[src/rtl/cpu_top.sv]
// cpu_top: Mini SRC datapath core.
// Holds a 16x32 general-purpose register file and the special registers
// HI, LO, ZHI, ZLO, PC, MDR, IR and MAR. Any one of them is loaded from
// data_in per cycle, and any one of them is muxed onto bus_out.
// Optional build macro: CPU_TOP_R0_ZERO_EN makes R0 a hardwired zero.
module cpu_top (
    input  logic        clk,
    input  logic        reset,
    input  logic        load,
    input  logic [3:0]  addr_in,
    input  logic [3:0]  addr_out,
    input  logic [31:0] data_in,
    input  logic [4:0]  reg_out_select,
    output logic [31:0] bus_out
);

    // Special register slots, indexed by the low three select bits
    // when the select is in the 0x10-0x17 window.
    localparam logic [2:0] SPR_HI  = 3'd0;
    localparam logic [2:0] SPR_LO  = 3'd1;
    localparam logic [2:0] SPR_ZHI = 3'd2;
    localparam logic [2:0] SPR_ZLO = 3'd3;
    localparam logic [2:0] SPR_PC  = 3'd4;
    localparam logic [2:0] SPR_MDR = 3'd5;
    localparam logic [2:0] SPR_IR  = 3'd6;
    localparam logic [2:0] SPR_MAR = 3'd7;

    logic [31:0] gpr [16];
    logic [31:0] spr [8];

    // Select decode shared by the write path and the bus mux.
    logic        sel_gpr;
    logic        sel_spr;
    logic [2:0]  spr_idx;
    logic        gpr_write_ok;

    assign sel_gpr = ~reg_out_select[4];
    assign sel_spr = reg_out_select[4] & ~reg_out_select[3];
    assign spr_idx = reg_out_select[2:0];

`ifdef CPU_TOP_R0_ZERO_EN
    assign gpr_write_ok = (addr_in != 4'd0);
`else
    assign gpr_write_ok = 1'b1;
`endif

    // Register file update: reset wins over load, and at most one
    // register takes data_in on a load edge (none for 0x18-0x1F).
    always_ff @(posedge clk) begin
        if (reset) begin
            for (int i = 0; i < 16; i++) begin
                gpr[i] <= '0;
            end
            for (int j = 0; j < 8; j++) begin
                spr[j] <= '0;
            end
        end else if (load) begin
            if (sel_gpr) begin
                if (gpr_write_ok) begin
                    gpr[addr_in] <= data_in;
                end
            end else if (sel_spr) begin
                spr[spr_idx] <= data_in;
            end
        end
    end

    // Bus source mux: GPR window reads by addr_out, special window by
    // select code, reserved codes drive zero.
    always_comb begin
        bus_out = '0;
        if (sel_gpr) begin
`ifdef CPU_TOP_R0_ZERO_EN
            if (addr_out != 4'd0) begin
                bus_out = gpr[addr_out];
            end
`else
            bus_out = gpr[addr_out];
`endif
        end else if (sel_spr) begin
            unique case (spr_idx)
                SPR_HI:  bus_out = spr[SPR_HI];
                SPR_LO:  bus_out = spr[SPR_LO];
                SPR_ZHI: bus_out = spr[SPR_ZHI];
                SPR_ZLO: bus_out = spr[SPR_ZLO];
                SPR_PC:  bus_out = spr[SPR_PC];
                SPR_MDR: bus_out = spr[SPR_MDR];
                SPR_IR:  bus_out = spr[SPR_IR];
                SPR_MAR: bus_out = spr[SPR_MAR];
                default: bus_out = '0;
            endcase
        end
    end

endmodule

[config.mk]
export PLATFORM = sky130hd
export DESIGN_NAME = cpu_top
export DESIGN_NICKNAME = d
export VERILOG_FILES = /design/src/rtl/cpu_top.sv
export SDC_FILE = /design/constraint.sdc
export NUM_CORES = 1
export LEC_CHECK = 0
export CORE_MARGIN = 4
export CORE_UTILIZATION = 35
export CTS_CLUSTER_SIZE = 30
export DETAILED_ROUTE_END_ITERATION = 7
export SYNTH_ARGS = -nofsm -noshare
export SYNTH_HDL_FRONTEND = slang
export SYNTH_SLANG_ARGS = --single-unit
[constraint.sdc]
create_clock -name clk -period 2.3 [get_ports clk]
set_input_delay 0.46 -clock clk [delete_from_list [all_inputs] [get_ports clk]]
set_output_delay 0.46 -clock clk [all_outputs]
set_load 0.02 [all_outputs]
# Word level (Yosys, flattened, before mapping)
# Memories as Yosys holds them, arrays and structs flattened.
# Index checks and enable logic that the tools add are counted.
[totals] ff_bits=0 memories=2 wordCells=34 input_bits=48 mem_bits_rw=768 out_inout_bits=32
[op_classes] eq_ne=7 bitwise=2 n_reduce_logical=3 muxes=20
[mem_list] memory="gpr" words=16 width=32 rd=1 rd_clocked_by_memory_dff=0 wr=16 line="28" text="logic [31:0] gpr [16];"
[mem_list] memory="spr" words=8 width=32 rd=8 rd_clocked_by_memory_dff=0 wr=8 line="29" text="logic [31:0] spr [8];"
[op_table] operator="case mux 32 bit (8 select lines)" n=1
[op_table] operator="two-way mux 32 bit" n=4
[op_table] operator="OR reduction 32 bit" n=2
[op_table] operator="two-way mux 1 bit" n=13
[op_table] operator="equality test 3 bit (second input constant)" n=4
[op_table] operator="equality test 3 x 2 -> 1 bit (second input constant)" n=2
[op_table] operator="two-way mux 4 bit" n=1
[op_table] operator="equality test 3 x 1 -> 1 bit (second input constant)" n=1
[op_table] operator="zero test 3 bit" n=1
[op_table] operator="two-way mux 3 bit" n=1
[op_table] operator="AND 1 bit" n=1
[op_table] operator="inverter 1 bit" n=1

# Longest topological paths before layout
# Gate-level depths: netlist (run 1).
[logic_depth] depth_word=9 mapped_depth=8 mapped_depth_nobuf=4

# Worst setup path after synthesis (run 1)
# Ideal clock, no wire load.
[synth_path] path_kind="in2out" startpoint="in addr_out[0]" endpoint="out bus_out[27]" arrival_ns=1.940 required_ns=1.840 path_stages=5 slack_ns=-0.100 cell_sequence="buf_6 -> buf_8 -> mux4_2 -> mux2i_1 -> o311ai_0"
[synth_via] elab_chain_cells=2
[synth_rtl] element="from (decl)" line="11" text="input logic [3:0] addr_out,"
[synth_rtl] element="memory (16 x 32 bit)"
[synth_rtl] element="two-way mux 32 bit" line="72" text="if (sel_gpr) begin"
[synth_rtl] element="to (decl)" line="14" text="output logic [31:0] bus_out"
# No other way between the ends.

==> results.toml, run 1 <==
[run_status]
status = "complete, but fails checks"
violations = "setup timing"

[cts]
htree_levels = 3
clk_root_buffer_cell = "clkbuf_16"
cts_buffers = 78
path_clk_slew_ns = 0.06
cts_buffer_depth = 3
cts.sinks = 768
cts_tree = "built"

[final_layout]
final_cells = 4202
areaGrowthSynthToFinish_pct = 22.1
drive_gt1_frac = 0.214
fin_nets = 2831
fin_area_sq_um = 43400
post-route-util = 0.432

[worst_setup_path]
cpMostUsedCell = "buf_4"
critical_path_required_ns = 1.84
path_class = "reg2out"
worstPathCellList = "mux2_4 > a22o_1 > a32oi_2 > buf_4 > o211ai_1 > buf_4"
critPathMaxStageDelay_ns = 0.38
arrival_ns = 2.22
crit_path_start_kind = "flip-flop"
endpoint = "bus_out[1]"
endpoint_kind = "primary output"
cp_slowest_cell = "edfxtp_1"
critPathMaxFanout = 1
critPathLaunch = "spr[7][1]"

[global_route]
antenna_found_initial = 7
grt_start_max_net_pins = 33
grt_pass1_vias = 22400
grt_pass1_wl_mm = 149
grt_use_total = 0.187
grt.overflow.total = 0

[power]
power_frac_clock = 0.396
p_int_uw = 25000
p_switching_uw = 7470
p_total_uw = 32500
ir_drop_uv = 508
swShare = 0.230
comb_power_share = 0.102
power_density_nw_per_um2 = 750
p_leak_uw = 0.0161
p_seq_frac = 0.502

[timing]
fmax_ghz = 0.374
fin_crit_ns = 2.68
hold_viol = 0
setup_viol = 32
period_share = 1.16
timing.hold.ws_ns = 0.746
timing.slew.headroom = 0.695
fin_ws_ns = -0.376
tightest_slew_ns = 0.444
rsz0062_at_grt = "true"
slew_violations = 0

[detailed_routing]
avgViaCountPerCell = 5.15
first_iter_violations = 2375
finalWirelength_mm = 101
num_vias = 21600
wl_per_cell_um = 24.1
drtAntennaViolNets = 0
firstDrtPassIters = 6
drc = 0

[synth]
yosys_most_used_dff = "edfxtp_1"
synthCells = 2561
ys_async_sr_fraction = 0
synth_warnings = 0
syn_area_sq_um = 35500
synth_cell_types = 40
yosys.cell_count.top_type = "and2_1"
ys_seq_area_frac = 0.649
yosysTopAreaCell = "edfxtp_1"
ys_top_cells_by_area = "edfxtp_1 (65%), and2_1 (14%), mux2i_1 (7.4%)"
synth-seq-cells = 768
synthesis.nets = 2609
synth_top_area_frac = 0.649
synth_common_cells = "and2_1 (769), edfxtp_1 (768), mux2i_1 (264), clkbuf_1 (128), a22oi_1 (98)"
synth_edf_count = 768
syn_avg_cell_area_sq_um = 13.9

[hold_path]
hold_path.class = "in2reg"

[die]
start_util = 0.354
core_area_sq_um = 100000
rows = 116
dieArea_sq_um = 107000
die_h_um = 327
ioPinCount = 80
fp.dieW_um = 327

[run]
drv_cap = 0

[placement]
place.gp.congestion = 0.899
dp_cells = 4041
numPortBuffers = 79
post_dp_cell_area_sq_um = 40100
dpl.hpwl_mm = 66.3
[registers in the layout, indices dropped and copies added, names as in the netlist]
register and count:
spr 256, gpr 512
[what timing repair did]
item	4_1_cts	5_1_grt
pin swaps	50	33
resized for setup	235	31
buffers inserted	10	5
cloned	3	2
endpoints found under the setup margin	32	32
hold buffers	0	0
[layer usage]
layer / global-route usage / wire, um
met1: 0.249 / 42000
met4: 0.0559 / 2610
met2: 0.310 / 48400
met3: 0.0383 / 8100
met5: 0 / 21
[layout by cell type, fill, tap and decap left out, types with 15 or more instances in the layout]
cell / n
clkdlybuf4s50_1: 40
o21ai_0: 48
a22o_1: 21
mux2i_1: 254
or2_2: 24
nand2b_1: 27
a22oi_1: 88
mux4_2: 27
buf_12: 87
nor2_2: 20
mux2_4: 22
edfxtp_1: 768
and2_1: 768
nand3_1: 46
o211ai_1: 29
nand2_1: 50
buf_6: 16
buf_4: 215
clkbuf_16: 84
inv_1: 28
clkinv_2: 15
[cells by family (layout without fill, tap and decap cells)]
logic type,Yosys count,after routing,synth area share
AOI/OAI and AO/OA,242,242,0.0495
DFF,768,768,0.649
other,0,1,0
and+or+nand+nor,970,970,0.165
buffers and inverters,262,545,0.0358
muxes,319,319,0.100
[worst max-delay path, delay by kind of cell, from the launching register on]
kind / cells / cell delay, ns
AOI/OAI and AO/OA: 3 / 0.54
buffers and inverters: 2 / 0.39
DFF: 1 / 0.38
muxes: 1 / 0.27
[stage by stage]
stage | TNS (ns) | worst slack, ns
after floorplan | 0 | 0.110
after global placement | -249.39 | -1.06
after detailed placement | -282.99 | -1.07
after CTS | -9.80 | -0.462
after global routing | -10.50 | -0.422
final | -8.32 | -0.376
[worst min path at each step]
stage | cells past startpoint | slack (ns) | endpoint | from
after floorplan | 1 | 0.66 | gpr[0][0] | data_in[0]
after global placement | 3 | 1.29 | bus_out[28] | spr[0][28]
after detailed placement | 5 | 1.29 | bus_out[28] | gpr[10][28]
after CTS | 3 | 0.71 | spr[2][20] | data_in[20]
after global routing | 3 | 0.76 | spr[1][13] | data_in[13]
final | 3 | 0.75 | spr[4][16] | data_in[16]
[area by class of cell]
class	count	area (sq um)
fillers	8949	57100
flip-flops and latches	768	23100
multi-input cells	1531	11700
repair buffers	376	4210
clock buffers	96	2100
well taps	1357	1700
clock inverters	45	467
inverters	28	105
diodes	1	2.50
[power groups by stage]
stage	Combinational, uW	Sequential, uW	Clock, uW
final	3310	16300	12900
after global routing	3480	16400	13600
after CTS	3250	16300	13100
after detailed placement	3120	16600	0
after global placement	3100	16600	0
after floorplan	1500	16500	0
Power figures use the tool's default switching activity.
==> run 2, diff against run 1 <==
--- a/config.mk
+++ b/config.mk
@@ -9,6 +9,7 @@
 export CORE_UTILIZATION = 35
 export CTS_CLUSTER_SIZE = 30
 export DETAILED_ROUTE_END_ITERATION = 7
+export SLEW_MARGIN = 20
 export SYNTH_ARGS = -nofsm -noshare
 export SYNTH_HDL_FRONTEND = slang
 export SYNTH_SLANG_ARGS = --single-unit
==> results of run 2 <==
Same layout as run 1: the final DEF is identical, and so are final timing and power.
